$ cat src/rtl/abc_seq_pkg.sv
// abc_seq_pkg -- shared types and default widths for the abc_seq_gen block.
//   abc_state_e : sequencer FSM states
//   ABC_CNT_W   : default width of the burst count / seq_cnt
//   ABC_GAP_W   : default width of the inter-sequence gap
package abc_seq_pkg;

  localparam int ABC_CNT_W = 8;
  localparam int ABC_GAP_W = 4;

  typedef enum logic [2:0] {
    IDLE,
    PH_A,
    PH_B,
    PH_C,
    GAP
  } abc_state_e;

endpackage

$ cat src/rtl/abc_seq_gen_if.sv
// abc_seq_gen_if -- request/response and sequence-line bundle of abc_seq_gen.
//   start, count, gap, abort : burst request side (driven by master)
//   ready, a, b, c, done     : status and sequence lines (driven by slave)
//   seq_cnt                  : sequences completed in current/last burst
// Modports: master (requester / bench), slave (the generator).
interface abc_seq_gen_if
  import abc_seq_pkg::*;
#(
  parameter int CNT_W = ABC_CNT_W,
  parameter int GAP_W = ABC_GAP_W
);

  logic             start;
  logic [CNT_W-1:0] count;
  logic [GAP_W-1:0] gap;
  logic             abort;
  logic             ready;
  logic             a;
  logic             b;
  logic             c;
  logic             done;
  logic [CNT_W-1:0] seq_cnt;

  modport master (
    output start, count, gap, abort,
    input  ready, a, b, c, done, seq_cnt
  );

  modport slave (
    input  start, count, gap, abort,
    output ready, a, b, c, done, seq_cnt
  );

endinterface

$ cat src/rtl/abc_gap_timer.sv
// abc_gap_timer -- loadable down-counter timing the idle gap between sequences.
//   clk, rst_n : clock, asynchronous active-low reset
//   load       : load load_val (issued on the PH_C -> GAP transition)
//   load_val   : gap length in cycles
//   en         : count down (high while the FSM sits in GAP)
//   expire     : high during the last GAP cycle
module abc_gap_timer #(
  parameter int GAP_W = 4
) (
  input  logic             clk,
  input  logic             rst_n,
  input  logic             load,
  input  logic [GAP_W-1:0] load_val,
  input  logic             en,
  output logic             expire
);

  logic [GAP_W-1:0] cnt;

  always_ff @(posedge clk or negedge rst_n) begin
    if (!rst_n) begin
      cnt <= '0;
    end else if (load) begin
      cnt <= load_val;
    end else if (en && (cnt != '0)) begin
      cnt <= cnt - GAP_W'(1);
    end
  end

  // The counter holds the full gap in the first GAP cycle, so reaching 1
  // marks the final idle cycle.
  assign expire = (cnt == GAP_W'(1));

endmodule

$ cat src/rtl/abc_seq_gen.sv
// abc_seq_gen -- emits bursts of a ##1 b ##1 c sequences separated by a
// programmable idle gap, feeding the abc protocol checker.
//   clk, rst_n : clock, asynchronous active-low reset
//   bus        : abc_seq_gen_if.slave (start/count/gap/abort in;
//                ready/a/b/c/done/seq_cnt out)
// Optional: define ABC_SEQ_GEN_SVA_EN to compile embedded protocol assertions.
module abc_seq_gen
  import abc_seq_pkg::*;
#(
  parameter int CNT_W = ABC_CNT_W,
  parameter int GAP_W = ABC_GAP_W
) (
  input  logic         clk,
  input  logic         rst_n,
  abc_seq_gen_if.slave bus
);

  abc_state_e       state;
  abc_state_e       state_next;
  logic [CNT_W-1:0] count_q;
  logic [CNT_W-1:0] seq_cnt_q;
  logic [CNT_W-1:0] seq_cnt_inc;
  logic [GAP_W-1:0] gap_q;
  logic             accept;
  logic             inc;
  logic             load_timer;
  logic             done_next;
  logic             expire;
  logic             a_q;
  logic             b_q;
  logic             c_q;
  logic             done_q;

  assign seq_cnt_inc = seq_cnt_q + CNT_W'(1);

  always_ff @(posedge clk or negedge rst_n) begin
    if (!rst_n) begin
      state <= IDLE;
    end else begin
      state <= state_next;
    end
  end

  always_comb begin
    state_next = state;
    accept     = 1'b0;
    inc        = 1'b0;
    load_timer = 1'b0;
    done_next  = 1'b0;
    case (state)
      IDLE: begin
        if (bus.start && !bus.abort) begin
          accept = 1'b1;
          // A zero-length burst completes at once without touching the lines.
          if (bus.count == '0) begin
            done_next = 1'b1;
          end else begin
            state_next = PH_A;
          end
        end
      end
      PH_A: state_next = PH_B;
      PH_B: state_next = PH_C;
      PH_C: begin
        inc = 1'b1;
        if (seq_cnt_inc == count_q) begin
          state_next = IDLE;
          done_next  = 1'b1;
        end else if (gap_q == '0) begin
          state_next = PH_A;
        end else begin
          state_next = GAP;
          load_timer = 1'b1;
        end
      end
      GAP: begin
        if (expire) begin
          state_next = PH_A;
        end
      end
      default: state_next = IDLE;
    endcase
    // Abort overrides everything: no done, seq_cnt frozen, lines drop.
    if (bus.abort) begin
      state_next = IDLE;
      accept     = 1'b0;
      inc        = 1'b0;
      load_timer = 1'b0;
      done_next  = 1'b0;
    end
  end

  // Lines are registered from the next state so they track the FSM phase
  // exactly while staying glitch-free at the checker input.
  always_ff @(posedge clk or negedge rst_n) begin
    if (!rst_n) begin
      count_q   <= '0;
      gap_q     <= '0;
      seq_cnt_q <= '0;
      a_q       <= 1'b0;
      b_q       <= 1'b0;
      c_q       <= 1'b0;
      done_q    <= 1'b0;
    end else begin
      if (accept) begin
        count_q   <= bus.count;
        gap_q     <= bus.gap;
        seq_cnt_q <= '0;
      end else if (inc) begin
        seq_cnt_q <= seq_cnt_inc;
      end
      a_q    <= (state_next == PH_A);
      b_q    <= (state_next == PH_B);
      c_q    <= (state_next == PH_C);
      done_q <= done_next;
    end
  end

  abc_gap_timer #(
    .GAP_W(GAP_W)
  ) u_gap_timer (
    .clk      (clk),
    .rst_n    (rst_n),
    .load     (load_timer),
    .load_val (gap_q),
    .en       (state == GAP),
    .expire   (expire)
  );

  assign bus.ready   = (state == IDLE);
  assign bus.a       = a_q;
  assign bus.b       = b_q;
  assign bus.c       = c_q;
  assign bus.done    = done_q;
  assign bus.seq_cnt = seq_cnt_q;

`ifdef ABC_SEQ_GEN_SVA_EN
  a_then_b: assert property (@(posedge clk) disable iff (!rst_n || bus.abort)
    bus.a |=> bus.b);
  b_then_c: assert property (@(posedge clk) disable iff (!rst_n || bus.abort)
    bus.b |=> bus.c);
  lines_onehot0: assert property (@(posedge clk) disable iff (!rst_n || bus.abort)
    $onehot0({bus.a, bus.b, bus.c}));
  // Zero-length bursts pulse done with no preceding c (seq_cnt stays 0).
  done_after_c: assert property (@(posedge clk) disable iff (!rst_n || bus.abort)
    (bus.done && (bus.seq_cnt != '0)) |-> $past(bus.c));
`endif

endmodule

$ cat src/flat_wrapper.sv
// flat-port wrapper written by rule: the top's interface ports become plain ports
module abc_seq_gen_flat import abc_seq_pkg::*;
#(
  parameter int CNT_W = ABC_CNT_W,
  parameter int GAP_W = ABC_GAP_W
)
  (clk, rst_n, bus_start, bus_count, bus_gap, bus_abort, bus_ready, bus_a, bus_b, bus_c, bus_done, bus_seq_cnt);
  abc_seq_gen_if #(.CNT_W(CNT_W), .GAP_W(GAP_W)) bus_i ();
  input  logic clk;
  input  logic rst_n;
  input wire logic [$bits(bus_i.start)-1:0] bus_start;
  input wire logic [$bits(bus_i.count)-1:0] bus_count;
  input wire logic [$bits(bus_i.gap)-1:0] bus_gap;
  input wire logic [$bits(bus_i.abort)-1:0] bus_abort;
  output wire logic [$bits(bus_i.ready)-1:0] bus_ready;
  output wire logic [$bits(bus_i.a)-1:0] bus_a;
  output wire logic [$bits(bus_i.b)-1:0] bus_b;
  output wire logic [$bits(bus_i.c)-1:0] bus_c;
  output wire logic [$bits(bus_i.done)-1:0] bus_done;
  output wire logic [$bits(bus_i.seq_cnt)-1:0] bus_seq_cnt;
  assign bus_i.start = bus_start;
  assign bus_i.count = bus_count;
  assign bus_i.gap = bus_gap;
  assign bus_i.abort = bus_abort;
  assign bus_ready = bus_i.ready;
  assign bus_a = bus_i.a;
  assign bus_b = bus_i.b;
  assign bus_c = bus_i.c;
  assign bus_done = bus_i.done;
  assign bus_seq_cnt = bus_i.seq_cnt;
  abc_seq_gen #(.CNT_W(CNT_W), .GAP_W(GAP_W)) u_core (.clk(clk), .rst_n(rst_n), .bus(bus_i));
endmodule
$ cat config.mk
export PLATFORM = sky130hd
export DESIGN_NAME = abc_seq_gen_flat
export DESIGN_NICKNAME = d
export VERILOG_FILES = /design/src/rtl/abc_seq_pkg.sv /design/src/rtl/abc_seq_gen_if.sv /design/src/rtl/abc_gap_timer.sv /design/src/rtl/abc_seq_gen.sv /design/src/flat_wrapper.sv
export SDC_FILE = /design/constraint.sdc
export NUM_CORES = 1
export LEC_CHECK = 0
export BUFFER_PORTS_ARGS = -buffer_cell sky130_fd_sc_hd__buf_4
export CAP_MARGIN = 20
export CORE_MARGIN = 2
export CORE_UTILIZATION = 50
export DETAILED_ROUTE_END_ITERATION = 10
export GPL_TIMING_DRIVEN = 0
export PLACE_DENSITY = 0.75
export SYNTH_ARGS = -nofsm -noshare
export SYNTH_HDL_FRONTEND = slang
export SYNTH_HIERARCHICAL = 1
export SYNTH_SLANG_ARGS = --single-unit
$ cat constraint.sdc
create_clock -name clk -period 2.2 [get_ports clk]
set_input_delay 0.11 -clock clk [delete_from_list [all_inputs] [get_ports clk]]
set_output_delay 0.11 -clock clk [all_outputs]
set_load 0.02 [all_outputs]
### Word level (Yosys, flattened, before mapping)

Cells that the tools add are included.

| cells by class | value |
|---|---|
| equality and inequality tests | 9 |
| add/subtract/negate cells | 2 |
| reductions and logical operators | 9 |
| muxes and demuxes | 25 |

Operators with widths:

| kind | number |
|---|---|
| $mux 3 | 6 |
| $mux 8 | 2 |
| $pmux 3 s5 | 1 |
| $mux 1 | 13 |
| $eq 3x2->1 const B | 4 |
| $add 8x1->8 const B | 1 |
| $eq 8x8->1 | 1 |
| $logic_not 8->1 | 1 |
| $mux 4 | 2 |
| $eq 3x1->1 const B | 2 |
| $eq 4x1->1 const B | 1 |
| $logic_not 4->1 | 1 |
| $reduce_bool 2->1 | 2 |
| $reduce_bool 4->1 | 1 |
| $sub 4x1->4 const B | 1 |
| $eq 3x3->1 const B | 1 |
| $logic_not 3->1 | 1 |
| $logic_and 1x1->1 | 2 |
| $pmux 1 s2 | 1 |
| $logic_not 1->1 | 1 |

| storage, ports and cells | value |
|---|---|
| bits of input ports | 16 |
| logic and storage cells | 54 |
| output and inout bits | 13 |
| bits in registers | 31 |

### Logic depth before layout (Yosys ltp)

Gate-level depths: netlist (run 1).

| depth | value |
|---|---|
| depth in word-level cells | 6 |
| mapped depth | 10 |
| gate-level depth less buffers | 9 |

### By module

Netlist (run 1), hierarchy kept.

By module, submodules not included:

| module | cells each | area an instance (µm²) | times used |
|---|---|---|---|
| abc_seq_gen | 135 | 1391.3 | 1 |
| abc_gap_timer | 29 | 282.8 | 1 |

### Worst setup path before layout (run 1)

No wires, ideal clock.

| timing | value |
|---|---|
| path type | flip-flop to flip-flop |
| from | register u_core.seq_cnt_q[0] (netlist: u_core/bus.seq_cnt[0]) |
| to | register u_core.u_gap_timer.cnt[3] |
| slack | -49 ps |
| data arrival time | 2123 ps |
| clock period less this slack | 2249 ps |
| cell stages (with the launch flop) | 10 |
| setup time | 126 ps |
| buffers on the path | 1 |
| path through | dfrtp_1 -> ha_1 -> nand2_1 -> or3_1 -> o2111ai_1 -> o31ai_2 -> nor2_1 -> buf_4 -> nor3_1 -> a221o_1 |

| between the ends | value |
|---|---|
| word-level cells in the longest chain between the ends | 6 |

Ends and longest elaborated chain:

| what | line | RTL |
|---|---|---|
| start: declaration | abc_seq_gen.sv:21 | `logic [CNT_W-1:0] seq_cnt_q;` |
| start signal: assignment | abc_seq_gen.sv:110 | `seq_cnt_q <= seq_cnt_inc;` |
| $add 8x1->8 (*) | abc_seq_gen.sv:34 | `assign seq_cnt_inc = seq_cnt_q + CNT_W'(1);` |
| $eq 8x8->1 (*) | abc_seq_gen.sv:66 | `if (seq_cnt_inc == count_q) begin` |
| $mux 1 (*) | abc_seq_gen.sv:66 |  |
| $mux 1 (*) | abc_seq_gen.sv:50 | `case (state)` |
| $mux 1 (*) | abc_seq_gen.sv:84 | `if (bus.abort) begin` |
| named net u_core.load_timer | abc_seq_gen.sv:26 | `logic load_timer;` |
| $mux 4 / $reduce_bool 2->1 (equally long branches) | n/a |  |
| end signal: assignment | abc_gap_timer.sv:24 | `cnt <= load_val;` |
| end signal: assignment | abc_gap_timer.sv:26 | `cnt <= cnt - GAP_W'(1);` |
| end: declaration | abc_gap_timer.sv:18 | `logic [GAP_W-1:0] cnt;` |

Mark *: on every way through the listed nets, which the timed path passes. The rest lies on a longest branch.
A chain may end at the register's enable or synchronous reset.

### Worst setup path in the final report (run 1)

| timing | value |
|---|---|
| from | register u_core.seq_cnt_q[3] (netlist: u_core/bus.seq_cnt[3]) |
| to | register u_core.u_gap_timer.cnt[0] |

Same word-level chain as after synthesis.

==> results of run 1 <==
## metal layers
| layer | GRT usage | vias up | part of all wire |
|---|---|---|---|
| met5 | 0 | - | 0 |
| met4 | 0.0851 | 0 | 0.0097 |
| met3 | 0.0683 | 6 | 0.057 |
| met2 | 0.340 | 47 | 0.51 |
| met1 | 0.286 | 714 | 0.42 |
| li1 | - | 685 | - |
## through the flow
stage               setup WS (ps)  TNS [ps]  instance area [um2]
global placement             -106      -215                 1950
floorplan                    17.1         0                 1680
global route                 -146      -313                 2170
CTS                          4.20         0                 2070
detailed placement           -169      -306                 1950
finish                       28.3         0                 2170
## state kept, by name, indices dropped and copies added (netlist names)
register                cells
u_core/bus.done             1
u_core/u_gap_timer/cnt      4
u_core/bus.seq_cnt          8
u_core/gap_q                4
u_core/bus.c                1
u_core/state                3
u_core/bus.b                1
u_core/bus.a                1
u_core/count_q              8
## area by class of cell
type / count / area share
Sequential cell: 31 / 0.359
Tap cell: 46 / 0.0265
Buffer: 7 / 0.0230
Clock buffer: 8 / 0.0317
Inverter: 3 / 0.00518
Multi-Input combinational cell: 122 / 0.422
Timing Repair Buffer: 38 / 0.132
## worst paths after layout
check | endpoint | slack, ps | startpoint
worst max-delay path | u_core/u_gap_timer/cnt[0]$_DFFE_PN0P_ | 30 | u_core/bus.seq_cnt[3]$_DFFE_PN0P_
worst min-delay path | u_core/count_q[6]$_DFFE_PN0P_ | 9 | bus_count[6]
max in group asynchronous | u_core/bus.seq_cnt[0]$_DFFE_PN0P_ | 1660 | rst_n
min in group asynchronous | u_core/bus.seq_cnt[4]$_DFFE_PN0P_ | 230 | rst_n
worst max register to register | u_core/u_gap_timer/cnt[0]$_DFFE_PN0P_ | 30 | u_core/bus.seq_cnt[3]$_DFFE_PN0P_
worst min register to register | u_core/bus.seq_cnt[7]$_DFFE_PN0P_ | 530 | u_core/bus.seq_cnt[7]$_DFFE_PN0P_
## cell families after synthesis
logic type | share of synthesized area
AOI/OAI and AO/OA | 0.139
xor gates and xnor gates | 0.0523
adders and majority gates | 0.0224
buffers and inverters | 0.0336
DFF | 0.463
muxes | 0.0867
and+or+nand+nor | 0.203
## placed cells by master, fill, tap and decap left out, types with 2 or more instances in the layout
master	count
nor4_1	3
nor2b_1	4
dfrtp_1	28
xor2_1	5
a21oi_1	5
and3_1	2
buf_4	35
clkbuf_1	3
nor2_1	8
ha_1	2
and2_1	2
nor3b_1	3
clkbuf_8	2
clkbuf_4	7
xor2_2	2
dfrtp_2	3
dlygate4sd3_1	2
mux2_2	12
nor2_2	2
o21ai_0	12
a31oi_1	2
xnor2_1	3
buf_6	2
nor3_1	4
o31ai_2	2
o21ai_1	4
nand3_1	5
nand2_1	12
or3_1	2
and4_1	2
inv_1	3
buf_2	2
## worst reg2reg max path: stages, from the launching register on
cell and delay, ps:
dfrtp_1 420, clkbuf_4 240, and4_1 260, xnor2_1 150, a31oi_1 130, o31ai_2 270
nor2_2 100, buf_6 160, nor3b_4 160, mux2i_1 100, o311ai_1 80
## timing repair
item / CTS / global route
gates resized for setup: 2 / 18
setup buffers: 3 / 4
pin swaps: 2 / 9
gates cloned: 0 / 1
hold endpoints to repair: 32 / 0
hold buffers: 2 / 0
setup endpoints to repair: 3 / 3
## where the power goes
group          switching, mW  internal [mW]
logic                  0.207          0.213
clock network          0.192          0.188
registers              0.110          0.674
==> impl_metrics.yaml, run 1 <==
worst_setup_path:
  worst-path-buf-inv: 2
  critPathCaptureType: "flop"
  arrival_ps: 2410
  cp.required_ps: 2440
  crit_slowest_cell: "dfrtp_1"
  cp_slowest_stage_delay_ps: 420
  crit_chain: "clkbuf_4 -> and4_1 -> xnor2_1 -> a31oi_1 -> o31ai_2 -> nor2_2 -> buf_6 -> nor3b_4 -> mux2i_1 -> o311ai_1"
  critPathKind: "flop to flop"
  critical-path-top-delay-family: "simple AND/OR/NAND/NOR gates"
  r2r_cells: 10
  crit_fanout: 10
  cp.depth: 10
  start_kind: "flop"
die:
  dieArea_mm2: 0.00383
  coreArea_mm2: 0.00328
  rows: 21
  die-height_um: 61.9
  die_w_um: 61.9
  ioPinCount: 29
  start_util: 0.510
pwr:
  power_density_mw_per_mm2: 729
  irDropWorstVdd_mv: 0.533
  p_total_mw: 1.58
  leakagePower_nw: 0.966
global_routing:
  first_global_vias: 1312
  grt_first_pass_wirelength_um: 6010
  grt_usage: 0.219
  antenna_found_initial: 0
  grt.overflow.total: 0
  grt_max_degree: 32
hold_path:
  whs_path_depth: 2
  min_path_type: "input pin to flop"
synthesis:
  yosysWarnings: 6
  async_flop_share: 1.00
  syn_avg_cell_area_um2: 10.2
  synth.largest_area_cell: "dfrtp_1"
  netlist_top_cells_area: "dfrtp_1, mux2_2, o21ai_0"
  syn_inst: 164
  synth_ff_type: "dfrtp_1"
  seq_area_frac_synth: 0.463
  synth_edf_count: 0
  syn_area_mm2: 0.00167
  synth_cell_types: 47
  synth.top_cells.by_count: "dfrtp_1, o21ai_0, mux2_2, nand2_1, nor2_1"
  yosysMostFrequentCell: "dfrtp_1"
  netlist.area_leader.share: 0.463
  ys_seq_elements: 31
  syn_nets: 183
detailed_routing:
  routed-via-count: 1452
  drt_wl_total_um: 3900
  first_pass_iters: 4
  drc_errors: 0
  vias_per_cell: 5.69
  dr.first_iter.drc_count: 58
  drtAntennaViolNets: 0
  routedWlPerCell_um: 15.3
timing:
  finalHoldViolations: 0
  finClkSkew_ps: 8.21
  setup_violations: 0
  fmax_ghz: 0.460
  drv_slew: 0
  finalCritPeriodShare: 0.987
  max-slew-margin-rel: 0.632
  rsz0062_at_grt: "yes"
  whs_ps: 9.47
  tightest_slew_ps: 548
  fin_crit_ps: 2170
cells_and_area:
  utilization: 0.661
  nets: 227
  final_cell_count_no_fill: 255
  regArea_um2: 779
  multi_input_area_um2: 917
  syn_to_final_growth_pct: 29.7
  nFillCells: 263
  diodes: 0
  drive_gt1_frac: 0.368
clock_network:
  cts.sinks: 31
  cts.clk_slew.worst_paths_ps: 100
  htree_levels: 2
  numCtsBuffers: 5
  cts_tree: "done"
  clockBufferDepth: 2
  clk_latency_ps: 330
  clockRootBuffer: "clkbuf_4"
status:
  outcome: "finished, final reports clean"
place:
  hpwl_um: 2540
  place_inst: 238
  gp_congestion: 0.862
  port_buffers: 28
job:
  maxCapViolations: 0
(Power assumes the default switching activity.)
==> inputs of run 2 (changes only) <==
--- a/config.mk
+++ b/config.mk
@@ -5,13 +5,14 @@
 export SDC_FILE = /design/constraint.sdc
 export NUM_CORES = 1
 export LEC_CHECK = 0
-export BUFFER_PORTS_ARGS = -buffer_cell sky130_fd_sc_hd__buf_4
+export ABC_AREA = 1
+export BUFFER_PORTS_ARGS = -buffer_cell sky130_fd_sc_hd__buf_2
 export CAP_MARGIN = 20
 export CORE_MARGIN = 2
-export CORE_UTILIZATION = 50
+export CORE_UTILIZATION = 45
 export DETAILED_ROUTE_END_ITERATION = 10
 export GPL_TIMING_DRIVEN = 0
-export PLACE_DENSITY = 0.75
+export PLACE_DENSITY = 0.69
 export SYNTH_ARGS = -nofsm -noshare
 export SYNTH_HDL_FRONTEND = slang
 export SYNTH_HIERARCHICAL = 1
==> impl_metrics.yaml, run 2 <==
status:
  outcome: "finished, final reports clean"
die:
  start_util: 0.475
  ioPinCount: 29
  die_w_um: 66.4
  dieArea_mm2: 0.00440
  rows: 22
  coreArea_mm2: 0.00369
  die-height_um: 66.4
detailed_routing:
  drt_wl_total_um: 3640
  vias_per_cell: 4.92
  drtAntennaViolNets: 0
  first_pass_iters: 4
  drc_errors: 0
  dr.first_iter.drc_count: 102
  routed-via-count: 1534
  routedWlPerCell_um: 11.7
synthesis:
  netlist_top_cells_area: "dfrtp_1, nand2_1, inv_1"
  ys_seq_elements: 31
  syn_area_mm2: 0.00175
  synth.top_cells.by_count: "nand2_1, inv_1, dfrtp_1, nand3_1, nor2_1"
  netlist.area_leader.share: 0.443
  syn_inst: 226
  synth.largest_area_cell: "dfrtp_1"
  yosysMostFrequentCell: "nand2_1"
  synth_ff_type: "dfrtp_1"
  yosysWarnings: 6
  syn_nets: 245
  seq_area_frac_synth: 0.443
  synth_edf_count: 0
  syn_avg_cell_area_um2: 7.75
  async_flop_share: 1.00
  synth_cell_types: 25
global_routing:
  grt_first_pass_wirelength_um: 6070
  grt.overflow.total: 0
  grt_use_met2: 0.291
  grtUsageMet1: 0.243
  first_global_vias: 1384
  grt_use_met3: 0.0426
  grt_usage: 0.185
  grt_max_degree: 32
  antenna_found_initial: 0
  top_usage_layer: "met2"
pwr:
  power.share.clock: 0.273
  p_seq_frac: 0.458
  p_sw_mw: 0.545
  combPwrFrac: 0.269
  power_density_mw_per_mm2: 788
  swShare: 0.329
  internal_power_mw: 1.11
  leakagePower_nw: 1.07
  irDropWorstVdd_mv: 0.596
timing:
  rsz0062_at_grt: "no"
  setup_tns_ps: 0
  fin_ws_ps: 231
  fmax_ghz: 0.508
  setup_violations: 0
  max-slew-margin-rel: 0.544
  fin_crit_ps: 1970
  finalHoldViolations: 0
  finalCritPeriodShare: 0.895
  finClkSkew_ps: 4.33
  drv_slew: 0
  tightest_slew_ps: 684
cells_and_area:
  layout_commonest_cell: "nand2_1"
  drive_gt1_frac: 0.258
  syn_to_final_growth_pct: 20.2
  diodes: 0
  fin_area_mm2: 0.00210
  nets: 283
  mostFrequentLayoutCells: "nand2_1, inv_1, dfrtp_1, buf_2, nand3_1"
  final_cell_count_no_fill: 312
  utilization: 0.571
worst_setup_path:
  crit_top_cell: "nand2_1"
  arrival_ps: 2180
  cp_slowest_stage_delay_ps: 460
  critPathKind: "flop to flop"
  start_kind: "flop"
  crit_fanout: 8
  crit_chain: "ha_4 -> xnor2_1 -> nand2_1 -> nor2_2 -> nand2_1 -> nor2_1 -> nand3_2 -> nand3_4 -> nor2_4 -> o21ai_0 -> nand2_1 -> o21ai_1"
  crit_slowest_cell: "dfrtp_2"
  cp.required_ps: 2410
  critPathCaptureType: "flop"
place:
  port_buffers: 28
  postPlaceCellArea_mm2: 0.00195
  post-place-ws_ps: -155
  gp_congestion: 0.835
  hpwl_um: 2680
  place_inst: 302
clock_network:
  htree_levels: 2
  cts_tree: "done"
  cts.sinks: 31
  numCtsBuffers: 5
  clk_latency_ps: 280
  clockRootBuffer: "clkbuf_8"
  clockBufferDepth: 2
  cts.clk_slew.worst_paths_ps: 60
job:
  maxCapViolations: 0
hold_path:
  min_path_type: "input pin to flop"
-- run 2: power groups by stage --
| stage | clock, mW | sequential [mW] | combinational (mW) |
|---|---|---|---|
| after global placement | 0 | 0.762 | 0.406 |
| after CTS | 0.468 | 0.754 | 0.419 |
| final | 0.452 | 0.759 | 0.447 |
| after global routing | 0.492 | 0.774 | 0.515 |
| after floorplan | 0 | 0.753 | 0.309 |
| after detailed placement | 0 | 0.764 | 0.416 |
-- run 2: area by class of cell --
| cell class | instances | area, um2 |
|---|---|---|
| Inverter | 34 | 128 |
| Sequential cell | 31 | 777 |
| Multi-Input combinational cell | 159 | 878 |
| Clock inverter | 1 | 5.00 |
| Timing Repair Buffer | 31 | 165 |
| Tap cell | 48 | 60.1 |
| Buffer | 2 | 8.76 |
| Fill cell | 376 | 1580 |
| Clock buffer | 6 | 82.6 |
-- run 2: routing by layer --
layer | up-vias | routed length (um)
met3 | 7 | 250
met2 | 45 | 1620
met1 | 681 | 1710
met5 | - | 0
met4 | 0 | 62
li1 | 801 | -
-- run 2: cells by family after synthesis --
kind of cell               Yosys count  synth area share
AOI/OAI and AO/OA                   25            0.0765
xor gates and xnor gates             3            0.0150
adders and majority gates            3            0.0214
buffers and inverters               36            0.0779
DFF                                 31             0.443
muxes                                5            0.0322
and+or+nand+nor                    123             0.334
-- run 2: stage by stage --
step / total power, mW / hold slack [ps]
2_1_floorplan: 1.06 / -186
3_3_place_gp: 1.17 / 201
3_5_place_dp: 1.18 / 196
4_1_cts: 1.64 / 44.6
5_1_grt: 1.78 / 55.3
6_report: 1.66 / 54.6
-- run 2: path summary, 6_finish.rpt --
kind / endpoint / slack [ps] / cells after the start / startpoint
worst max-delay path: u_core/u_gap_timer/cnt[0]$_DFFE_PN0P_ / 230 / 12 / u_core/bus.seq_cnt[0]$_DFFE_PN0P_
worst min-delay path: u_core/gap_q[0]$_DFFE_PN0P_ / 50 / 2 / bus_gap[0]
worst max register to register: u_core/u_gap_timer/cnt[0]$_DFFE_PN0P_ / 230 / 12 / u_core/bus.seq_cnt[0]$_DFFE_PN0P_
worst min register to register: u_core/count_q[1]$_DFFE_PN0P_ / 510 / 2 / u_core/count_q[1]$_DFFE_PN0P_
max in group asynchronous: u_core/bus.seq_cnt[0]$_DFFE_PN0P_ / 1320 / 2 / rst_n
min in group asynchronous: u_core/bus.seq_cnt[1]$_DFFE_PN0P_ / 400 / 2 / rst_n
-- run 2: what timing repair did --
action	CTS	global route
setup endpoints to repair	4	4
hold buffers	1	0
buffers inserted	0	2
pin swaps	0	5
resized for setup	2	9
hold endpoints to repair	31	0
-- run 2: worst max-delay path, delay by kind of cell (launching register included) --
family,cells,cell delay [ps]
AND/OR/NAND/NOR,8,780
XOR/XNOR,1,140
AO/OA/AOI/OAI,2,260
adder cells (fa/ha/maj),1,260
flip-flops,1,460
